==> config.mk <==
export PLATFORM = sky130hd
export DESIGN_NAME = ibus_periph_bridge
export DESIGN_NICKNAME = d
export VERILOG_FILES = /design/src/rtl/ibus_periph_bridge_pkg.sv /design/src/rtl/ibus_lane_sel.sv /design/src/rtl/ibus_periph_bridge.sv
export SDC_FILE = /design/constraint.sdc
export NUM_CORES = 1
export LEC_CHECK = 0
export CAP_MARGIN = 10
export CORE_AREA = 4 4 121 123
export CTS_BUF_LIST = sky130_fd_sc_hd__clkbuf_4
export CTS_CLUSTER_DIAMETER = 30
export DETAILED_ROUTE_END_ITERATION = 10
export DIE_AREA = 0 0 125 127
export GPL_ROUTABILITY_DRIVEN = 0
export GPL_TIMING_DRIVEN = 0
export PLACE_DENSITY = 0.84
export SYNTH_ARGS = -nofsm -noshare
export SYNTH_HDL_FRONTEND = slang
export SYNTH_SLANG_ARGS = --single-unit
==> constraint.sdc <==
create_clock -name CLK -period 3.05 [get_ports CLK]
set_clock_uncertainty 0.15 [all_clocks]
set_input_delay 0.4575 -clock CLK [delete_from_list [all_inputs] [get_ports CLK]]
set_output_delay 0.4575 -clock CLK [all_outputs]
set_load 0.05 [all_outputs]
==> src/rtl/ibus_periph_bridge_pkg.sv <==
package ibus_periph_bridge_pkg;

  typedef enum logic [1:0] {
    BYTE = 2'd0,
    WORD = 2'd1,
    LONG = 2'd2
  } IBUS_SIZE_t;

  typedef enum logic [1:0] {
    IDLE = 2'd0,
    BEAT = 2'd1,
    RESP = 2'd2
  } BRIDGE_STATE_t;

  localparam logic [31:0] PERIPH_BYTE_BASE = 32'hFFFF_FE00;
  localparam logic [31:0] PERIPH_BYTE_LAST = 32'hFFFF_FEFF;

  function automatic logic misaligned(input logic [1:0] size, input logic [1:0] a);
    return (size == WORD && a[0]) || (size == LONG && a != 2'b00) || (size == 2'd3);
  endfunction

endpackage

==> src/rtl/ibus_lane_sel.sv <==
module ibus_lane_sel
  import ibus_periph_bridge_pkg::*;
(
  input  logic [1:0]  addr,
  input  logic [1:0]  size,
  input  logic [31:0] rdata,
  input  logic [31:0] merge_in,
  output logic [3:0]  ba,
  output logic [31:0] merge_out
);

  always_comb begin
    ba = '0;
    case (size)
      BYTE:    ba = 4'b1000 >> addr;
      WORD:    ba = addr[1] ? 4'b0011 : 4'b1100;
      default: ba = 4'b1111;
    endcase
  end

  always_comb begin
    merge_out = merge_in;
    for (int unsigned i = 0; i < 4; i++) begin
      if (ba[i]) merge_out[8*i +: 8] = rdata[8*i +: 8];
    end
  end

endmodule

==> src/rtl/ibus_periph_bridge.sv <==
module ibus_periph_bridge
  import ibus_periph_bridge_pkg::*;
#(
  parameter logic [31:0] BYTE_BASE = PERIPH_BYTE_BASE,
  parameter logic [31:0] BYTE_LAST = PERIPH_BYTE_LAST,
  parameter int unsigned BUSY_TMO  = 16
) (
  input  logic        CLK,
  input  logic        RST_N,
  input  logic        CE_R,
  input  logic        CE_F,
  input  logic [31:0] M_A,
  input  logic [31:0] M_DI,
  input  logic [1:0]  M_SIZE,
  input  logic        M_WE,
  input  logic        M_REQ,
  output logic [31:0] M_DO,
  output logic        M_ACK,
  output logic        M_ERR,
  output logic        M_BUSY,
  output logic [31:0] IBUS_A,
  output logic [31:0] IBUS_DI,
  output logic [3:0]  IBUS_BA,
  output logic        IBUS_WE,
  output logic        IBUS_REQ,
  input  logic [31:0] IBUS_DO,
  input  logic        IBUS_BUSY,
  input  logic        IBUS_ACT
);

  localparam int unsigned TMO_W = $clog2(BUSY_TMO + 1);

  BRIDGE_STATE_t    state_q, state_d;
  logic [31:0]      a_q, a_d, di_q, di_d, asm_q, asm_d;
  logic [1:0]       size_q, size_d, idx_q, idx_d, last_q, last_d;
  logic             we_q, we_d, split_q, split_d, err_q, err_d;
  logic [TMO_W-1:0] tmo_q, tmo_d;

  logic [31:0]      beat_a;
  logic [1:0]       beat_size;
  logic [3:0]       beat_ba;
  logic [31:0]      beat_merge;
  logic             in_win;
  logic [TMO_W-1:0] tmo_inc;
  logic             unused_ce_f;

  assign unused_ce_f = CE_F;
  assign in_win      = (M_A >= BYTE_BASE) && (M_A <= BYTE_LAST);
  assign beat_a      = a_q + {30'd0, idx_q};
  // split beats are issued as byte accesses at the incremented address
  assign beat_size   = split_q ? 2'(BYTE) : size_q;
  assign tmo_inc     = tmo_q + TMO_W'(1);

  ibus_lane_sel u_lane_sel (
    .addr      (beat_a[1:0]),
    .size      (beat_size),
    .rdata     (IBUS_DO),
    .merge_in  (asm_q),
    .ba        (beat_ba),
    .merge_out (beat_merge)
  );

  always_ff @(posedge CLK) begin
    if (!RST_N) begin
      state_q <= IDLE;
      a_q     <= '0;
      di_q    <= '0;
      asm_q   <= '0;
      size_q  <= '0;
      idx_q   <= '0;
      last_q  <= '0;
      we_q    <= 1'b0;
      split_q <= 1'b0;
      err_q   <= 1'b0;
      tmo_q   <= '0;
    end else if (CE_R) begin
      state_q <= state_d;
      a_q     <= a_d;
      di_q    <= di_d;
      asm_q   <= asm_d;
      size_q  <= size_d;
      idx_q   <= idx_d;
      last_q  <= last_d;
      we_q    <= we_d;
      split_q <= split_d;
      err_q   <= err_d;
      tmo_q   <= tmo_d;
    end
  end

  always_comb begin
    state_d = state_q;
    a_d     = a_q;
    di_d    = di_q;
    asm_d   = asm_q;
    size_d  = size_q;
    idx_d   = idx_q;
    last_d  = last_q;
    we_d    = we_q;
    split_d = split_q;
    err_d   = err_q;
    tmo_d   = tmo_q;
    case (state_q)
      IDLE: begin
        if (M_REQ) begin
          a_d     = M_A;
          di_d    = M_DI;
          size_d  = M_SIZE;
          we_d    = M_WE;
          idx_d   = '0;
          tmo_d   = '0;
          asm_d   = '0;
          split_d = in_win && (M_SIZE != BYTE);
          last_d  = !in_win          ? 2'd0 :
                    (M_SIZE == WORD) ? 2'd1 :
                    (M_SIZE == LONG) ? 2'd3 : 2'd0;
          err_d   = misaligned(M_SIZE, M_A[1:0]);
          state_d = err_d ? RESP : BEAT;
        end
      end
      BEAT: begin
        if (!IBUS_ACT) begin
          err_d   = 1'b1;
          state_d = RESP;
        end else if (IBUS_BUSY) begin
          tmo_d = tmo_inc;
          if (tmo_inc == TMO_W'(BUSY_TMO)) begin
            err_d   = 1'b1;
            state_d = RESP;
          end
        end else begin
          asm_d = beat_merge;
          tmo_d = '0;
          if (idx_q == last_q) state_d = RESP;
          else                 idx_d   = idx_q + 2'd1;
        end
      end
      RESP:    state_d = IDLE;
      default: state_d = IDLE;
    endcase
  end

  always_comb begin
    M_DO     = '0;
    M_ACK    = 1'b0;
    M_ERR    = 1'b0;
    M_BUSY   = (state_q != IDLE);
    IBUS_A   = '0;
    IBUS_DI  = '0;
    IBUS_BA  = '0;
    IBUS_WE  = 1'b0;
    IBUS_REQ = 1'b0;
    case (state_q)
      BEAT: begin
        IBUS_REQ = 1'b1;
        IBUS_A   = beat_a;
        IBUS_DI  = di_q;
        IBUS_BA  = beat_ba;
        IBUS_WE  = we_q;
      end
      RESP: begin
        M_ACK = 1'b1;
        M_ERR = err_q;
        M_DO  = (we_q || err_q) ? '0 : asm_q;
      end
      default: ;
    endcase
  end

endmodule

==> impl_results.md, run 1 <==
* Result of the run: finished clean
* Filler cell count in the final layout at roughly 1,300
* Area of all placed cells without fillers at between 8000 and 9000 µm²
* Post-synthesis sequential area ratio at between 40% and 50%
* Reg-to-reg endpoint: asm_q[21]
* Congestion Overflow GR at 0
* Fin Setup TNS at 0 ps
* PortBufs at approximately 210
* Final cell count without fillers at between 1,000 and 1,500
* Starting density of the core at 38.96%
* Period Utilization, post-route at 99.99%
* Power Density at roughly 370 nW/µm²
* Fin worst setup slack at approximately 0.28 ps
* Clock Latency Late Sink at approximately 490 ps
* Final setup fails at 0
* Min-Delay Startpoint: RST_N
* Final-stage net count at ~1,000
* Violation count after the first detailed-route iteration at 299
* FMAX at 327.9 MHz
* Synth-to-Final Area Change at 51.40%
* Total leakage power at slightly above 3 nW
* Unique cell type count in the Yosys netlist at 45
* Final period demand of the worst path at approximately 3000 ps
* IO Pins at around 210
* Register bit total from synthesis at around 110
* Worst vdd rail ir drop at 0.3281 mV
* Most frequent cells in the layout: sky130_fd_sc_hd__nand2_1 (154), sky130_fd_sc_hd__clkdlybuf4s50_1 (106), sky130_fd_sc_hd__dfxtp_1 (95)
* Core area at between 10,000 and 15,000 µm²
* Setup WS pre-CTS at -406.7 ps
* Startpoint of the worst register-to-register path: idx_q[0]
* Vias/cell at 5.078
* Hold Crit Class: input pin to flop
* Number of enable-type register cells in the synthesized netlist at 0
* Synthesized net count at around 790
* Detailed-routing iteration count for the pre-antenna-repair pass at 7
* CTS max path bufs at 2
* Worst Tran Pin Value at roughly 640 ps
* Hpwl dp at approximately 13,000 µm
* Syn_area_per_cell at 7.841 µm²
* Slew headroom at roughly 57%
* Critical Path Start Type: flop
* Maximum number of pins on one net before global-route repair at 19
* Cell area after placement at roughly 7600 µm²
* Synth warn at 0
* Crit end category: output port
* Post-synthesis instance area at roughly 5300 µm²
* Number of sinks on the clock net at around 110
* Wire length after detailed routing at about 17,000 µm
* # rows at 43
* Depth of the worst register-to-register path at 8
* DRC violations left at 0
* Most frequent standard cell in the layout excluding fill and tap cells: sky130_fd_sc_hd__nand2_1
* Final count of hold timing violations at 0
* Post-synth ARST share at 0%
* CTS HTree Levels at 3
* Routed length per placed instance at about 16 µm
* Data arrival at the endpoint of the critical path at 2440 ps
* Final Max Tran Viols at 0
* Worst EP required at around 2400 ps
* Final hold slack at 202.3 ps
* Die Span X at approximately 130 µm
* Category of the critical setup timing path: flop to output port
* Count of hold-fix buffers inserted at cts at 0
* Most used flip-flop cell after synthesis: sky130_fd_sc_hd__dfxtp_1
* Initial antenna violation count at 1
* Die height at 127 µm
* Worst Setup SP: idx_q[0]
* Total vias in the final route at 5,550
* CTS tree: built
* DP Cell Count at roughly 1,100
* Critical path capture point: IBUS_A[30]
* Clock slew at reported path FFs at ~170 ps
* Master cell of the clock root buffer: sky130_fd_sc_hd__clkbuf_4
* Antenna viol nets, final at 0
* Gate count after technology mapping at just under 700
* Layout cells sized above 1 at between 10% and 20%
* Max_cap viols at 0
* CTS buffer count at 9
* R2R setup slack at approximately 660 ps
* Die Footprint at 15,880 µm²
* Crit Path Max Fanout at 6
* All-Layer GR Usage at 20.40%
* Number of global-route vias before repair at around 5,200
* First-pass GRT wire length at 26,250 µm
* RSZ-0062 raised after global routing: true
==> synth_stat cells (5+ instances only) <==
library cell | number | area (µm²)
sky130_fd_sc_hd__a21oi_1 | 79 | 395.4
sky130_fd_sc_hd__a22o_1 | 32 | 280.3
sky130_fd_sc_hd__and2_1 | 68 | 425.4
sky130_fd_sc_hd__clkbuf_1 | 30 | 112.6
sky130_fd_sc_hd__dfxtp_1 | 112 | 2242
sky130_fd_sc_hd__ha_1 | 8 | 100.1
sky130_fd_sc_hd__inv_1 | 10 | 37.54
sky130_fd_sc_hd__nand2_1 | 154 | 578.1
sky130_fd_sc_hd__nand2b_1 | 5 | 31.28
sky130_fd_sc_hd__nand3_1 | 16 | 80.08
sky130_fd_sc_hd__nand4_1 | 15 | 93.84
sky130_fd_sc_hd__nor2_1 | 62 | 232.7
sky130_fd_sc_hd__xnor2_1 | 8 | 70.07
sky130_fd_sc_hd__xor2_1 | 26 | 227.7
==> critical path, cell delays in order (launching register included) <==
cell and delay (ps):
sky130_fd_sc_hd__dfxtp_4 410, sky130_fd_sc_hd__ha_4 160, sky130_fd_sc_hd__fa_2 230, sky130_fd_sc_hd__nand3_4 160, sky130_fd_sc_hd__nor4_4 340, sky130_fd_sc_hd__nand3_1 130
sky130_fd_sc_hd__xor2_1 170, sky130_fd_sc_hd__nor2_2 170, sky130_fd_sc_hd__buf_6 180
==> worst min-delay path by stage <==
stage | slack [ps] | endpoint | depth (start not counted)
2_1_floorplan | 280 | di_q[0] | 2
3_3_place_gp | 290 | di_q[25] | 2
3_5_place_dp | 290 | di_q[11] | 2
4_1_cts | 180 | state_q[1] | 3
5_1_grt | 210 | state_q[1] | 3
6_report | 200 | state_q[1] | 3
==> metal layers <==
layer	vias to the layer above	wire, µm	track usage [%]	part of all wire [%]
li1	2743	-	-	-
met1	2559	6937	24.00	41
met2	198	8329	34.36	49
met3	50	1198	6.564	7.0
met4	0	654	8.737	3.8
met5	-	0	0	0
==> power breakdown <==
part           internal (mW)  total (mW)  switching, mW
logic                  0.235       0.516          0.280
registers               1.52        1.57         0.0493
clock network          0.416       0.916          0.500
total                   2.17        3.00          0.829
==> metrics by stage <==
step	util (%)	power [mW]
4_1_cts	58.35	3.004
5_1_grt	58.98	3.132
6_report	58.98	2.998
2_1_floorplan	-	1.840
3_3_place_gp	55.84	2.082
3_5_place_dp	55.84	2.090
==> repair_timing <==
action / CTS / global route
setup buffers: 5 / 5
resized for setup: 370 / 70
pin swaps: 6 / 8
endpoints found under the setup margin: 102 / 98
==> sequential cells by signal (all words and copies together) (netlist names), 2 cells and up <==
name and cells:
last_q 2, state_q 2, di_q 32, size_q 2
idx_q 2, a_q 32, tmo_q 5, asm_q 32
==> cell families after synthesis <==
group           Yosys count  synth area share (%)
compound gates          130                 15.37
xor+xnor                 34                 5.594
fa+ha+maj                 9                 2.256
buf+inv                  47                 3.431
flops                   112                 42.12
mux                       3                0.5641
simple gates            344                 30.67
==> final cells by class <==
class / count / area [µm²] / area share [%]
diodes: 1 / 2.502 / 0.03105
inverters: 10 / 41.29 / 0.5123
plain buffers: 36 / 158.9 / 1.971
clock buffers: 9 / 67.56 / 0.8382
multi-input cells: 520 / 3070 / 38.09
clock inverters: 7 / 118.9 / 1.475
well taps: 180 / 225.2 / 2.794
flip-flops and latches: 112 / 2276 / 28.24
repair buffers: 218 / 2100 / 26.05
No activity file was read; power rests on OpenSTA's default activity.
==> inputs of run 2 (changes only) <==
Settings changed: SLEW_MARGIN from default to 20.
==> results of run 2 <==
Final layout, timing and power as in run 1 (identical DEF).
==> inputs of run 3 (changes only) <==
--- a/config.mk
+++ b/config.mk
@@ -8,3 +8,3 @@
 export CAP_MARGIN = 10
-export CORE_AREA = 4 4 121 123
+export CORE_AREA = 2 2 119 121
 export CTS_BUF_LIST = sky130_fd_sc_hd__clkbuf_4
@@ -12,3 +12,3 @@
 export DETAILED_ROUTE_END_ITERATION = 10
-export DIE_AREA = 0 0 125 127
+export DIE_AREA = 0 0 121 123
 export GPL_ROUTABILITY_DRIVEN = 0
--- a/constraint.sdc
+++ b/constraint.sdc
@@ -4,2 +4,2 @@
 set_output_delay 0.4575 -clock CLK [all_outputs]
-set_load 0.05 [all_outputs]
+set_load 0.005 [all_outputs]
==> run 3 against run 2 <==
Setup slack lost 94 ps. Sequential power is essentially flat. Via count grew 6.0%. Critical path type unchanged. Wire length grew 8.3%. Utilization grew 2.4 points. Die area shrank 6.2%. Worst hold slack lost 15 ps. The run now ends with negative setup slack left. Global-route usage grew 3.2 points. Non-clock buffer count grew 34. Largest power group unchanged. Power shrank 6.3%.
==> impl_results.md, run 3 (synthesis results as in run 1) <==
* CTS max path bufs at 2
* Final setup fails at 6
* All-Layer GR Usage at around a quarter
* Data arrival at the endpoint of the critical path at between 2000 and 3000 ps
* Failing checks: negative setup slack
* DRC violations left at 0
* Total vias in the final route at 5,881
* Wire length after detailed routing at roughly 19,000 µm
* Initial antenna violation count at 2
* Final-stage net count at 1,056
* Switching share of power at 30.35%
* Setup WS pre-CTS at -167.2 ps
* Antenna viol nets, final at 0
* Congestion Overflow GR at 0
* CTS buffer count at 9
* Master cell of the clock root buffer: sky130_fd_sc_hd__clkbuf_4
* Synth-to-Final Area Change at 57.06%
* DP Cell Count at 1,067
* Power Density at roughly 340 nW/µm²
* Fin worst setup slack at -93.24 ps
* Detailed-routing iteration count for the pre-antenna-repair pass at 5
* Most frequent standard cell in the layout excluding fill and tap cells: sky130_fd_sc_hd__clkdlybuf4s50_1
* CTS HTree Levels at 3
* Worst vdd rail ir drop at roughly 0.31 mV
* Routed length per placed instance at around 16 µm
* P_int at 1.957 mW
* Power share of the clock group at a little over a quarter
* Layout cells sized above 1 at 14.69%
* IO Pins at between 200 and 250
* Violation count after the first detailed-route iteration at slightly above 400
* Area of all placed cells without fillers at between 8000 and 9000 µm²
* Vias/cell at 5.218
* Starting density of the core at between 30% and 40%
* Final Max Tran Viols at 0
* Category of the critical setup timing path: flop to output port
* Final hold slack at approximately 190 ps
* # rows at 43
* Period Utilization, post-route at 103.1%
* Crit Path Max Fanout at 4
* Core area at about 14,000 µm²
* Maximum number of pins on one net before global-route repair at 22
* Die height at 123 µm
* Number of global-route vias before repair at between 5,000 and 6,000
* Hold Crit Class: input pin to flop
* CTS tree: built
* Final cell count without fillers at around 1,100
* Critical Path Start Type: flop
* Result of the run: complete, but fails checks
* Most frequent cells in the layout: sky130_fd_sc_hd__clkdlybuf4s50_1 (172), sky130_fd_sc_hd__nand2_1 (153), sky130_fd_sc_hd__dfxtp_1 (95)
* Final period demand of the worst path at approximately 3100 ps
* Clock Latency Late Sink at around 520 ps
* PortBufs at roughly 210
* Hpwl dp at about 12,000 µm
* Filler cell count in the final layout at ~1,100
* Worst EP required at 2440 ps
* Count of hold-fix buffers inserted at cts at 0
* Total leakage power at 3.356 nW
* Registers with the highest flip-flop counts: a_q (32), asm_q (32), di_q (32)
* Die Span X at between 100 and 150 µm
* Portion of total power attributed to combinational logic at 17.4%
* Slew headroom at around half
* Cell area after placement at about 7600 µm²
* Number of sinks on the clock net at approximately 110
* First-pass GRT wire length at 27,680 µm
* Max_cap viols at 0
* FMAX at 318.1 MHz
* Final count of hold timing violations at 0
* Net switching power of the design at about 0.85 mW
* Crit end category: output port
* RSZ-0062 raised after global routing: true
* Worst Tran Pin Value at around 710 ps
* Die Footprint at ~15,000 µm²
* Clock slew at reported path FFs at 190 ps
* Fin Setup TNS at -298.6 ps
* Proportion of power drawn by flip-flops and latches at about 56%
[run 3: power by group through the flow]
| stage | Clock, mW | Sequential, mW | Combinational (mW) |
|---|---|---|---|
| 6_report | 0.753 | 1.57 | 0.488 |
| 4_1_cts | 0.763 | 1.56 | 0.471 |
| 3_5_place_dp | 0 | 1.59 | 0.446 |
| 5_1_grt | 0.823 | 1.58 | 0.532 |
| 2_1_floorplan | 0 | 1.58 | 0.209 |
| 3_3_place_gp | 0 | 1.59 | 0.442 |
[run 3: repair_timing]
item                                    4_1_cts  5_1_grt
pin swaps                                    21       23
resized for setup                           110       52
setup buffers                                33       13
endpoints found under the setup margin       98       86
[run 3: final cells by class]
| type | instances | area, µm² | share of cell area [%] |
|---|---|---|---|
| timing repair buffer | 253 | 2402 | 28.73 |
| sequential | 112 | 2281 | 27.28 |
| clock buffer | 9 | 67.56 | 0.8080 |
| tap | 180 | 225.2 | 2.693 |
| antenna | 1 | 2.502 | 0.02993 |
| multi-input combinational | 520 | 3107 | 37.15 |
| clock inverter | 7 | 72.57 | 0.8679 |
| buffer | 35 | 166.4 | 1.990 |
| inverter | 10 | 37.54 | 0.4489 |
[run 3: critical path: stages, from the launching register on]
cell and delay [ps]:
sky130_fd_sc_hd__dfxtp_4 410, sky130_fd_sc_hd__ha_4 140, sky130_fd_sc_hd__fa_2 220, sky130_fd_sc_hd__nand3_4 100
sky130_fd_sc_hd__buf_4 160, sky130_fd_sc_hd__nor4_4 170, sky130_fd_sc_hd__buf_4 170, sky130_fd_sc_hd__nand4_1 100
sky130_fd_sc_hd__xor2_1 160, sky130_fd_sc_hd__nor2_1 210, sky130_fd_sc_hd__buf_2 170
[run 3: layer usage]
layer / up-vias / share of wire [%] / GRT usage [%]
met1: 2733 / 40 / 26.58
met3: 65 / 6.9 / 6.550
met5: - / 0.070 / 0
li1: 2805 / - / -
met4: 2 / 4.0 / 11.99
met2: 276 / 49 / 40.94
[run 3: metrics by stage]
stage	utilization (%)	power [mW]
after floorplan	-	1.792
after global placement	56.06	2.033
after detailed placement	56.06	2.040
after CTS	60.27	2.796
after global routing	61.43	2.931
final	61.43	2.809
[run 3: path summary, 6_finish.rpt]
| kind | endpoint | cells past startpoint | startpoint | slack [ps] |
|---|---|---|---|---|
| max | IBUS_A[26] | 10 | idx_q[0] | -90 |
| min | state_q[1] | 3 | RST_N | 190 |
| max reg2reg | asm_q[27] | 9 | idx_q[1] | 510 |
| min reg2reg | di_q[16] | 2 | di_q[16] | 310 |
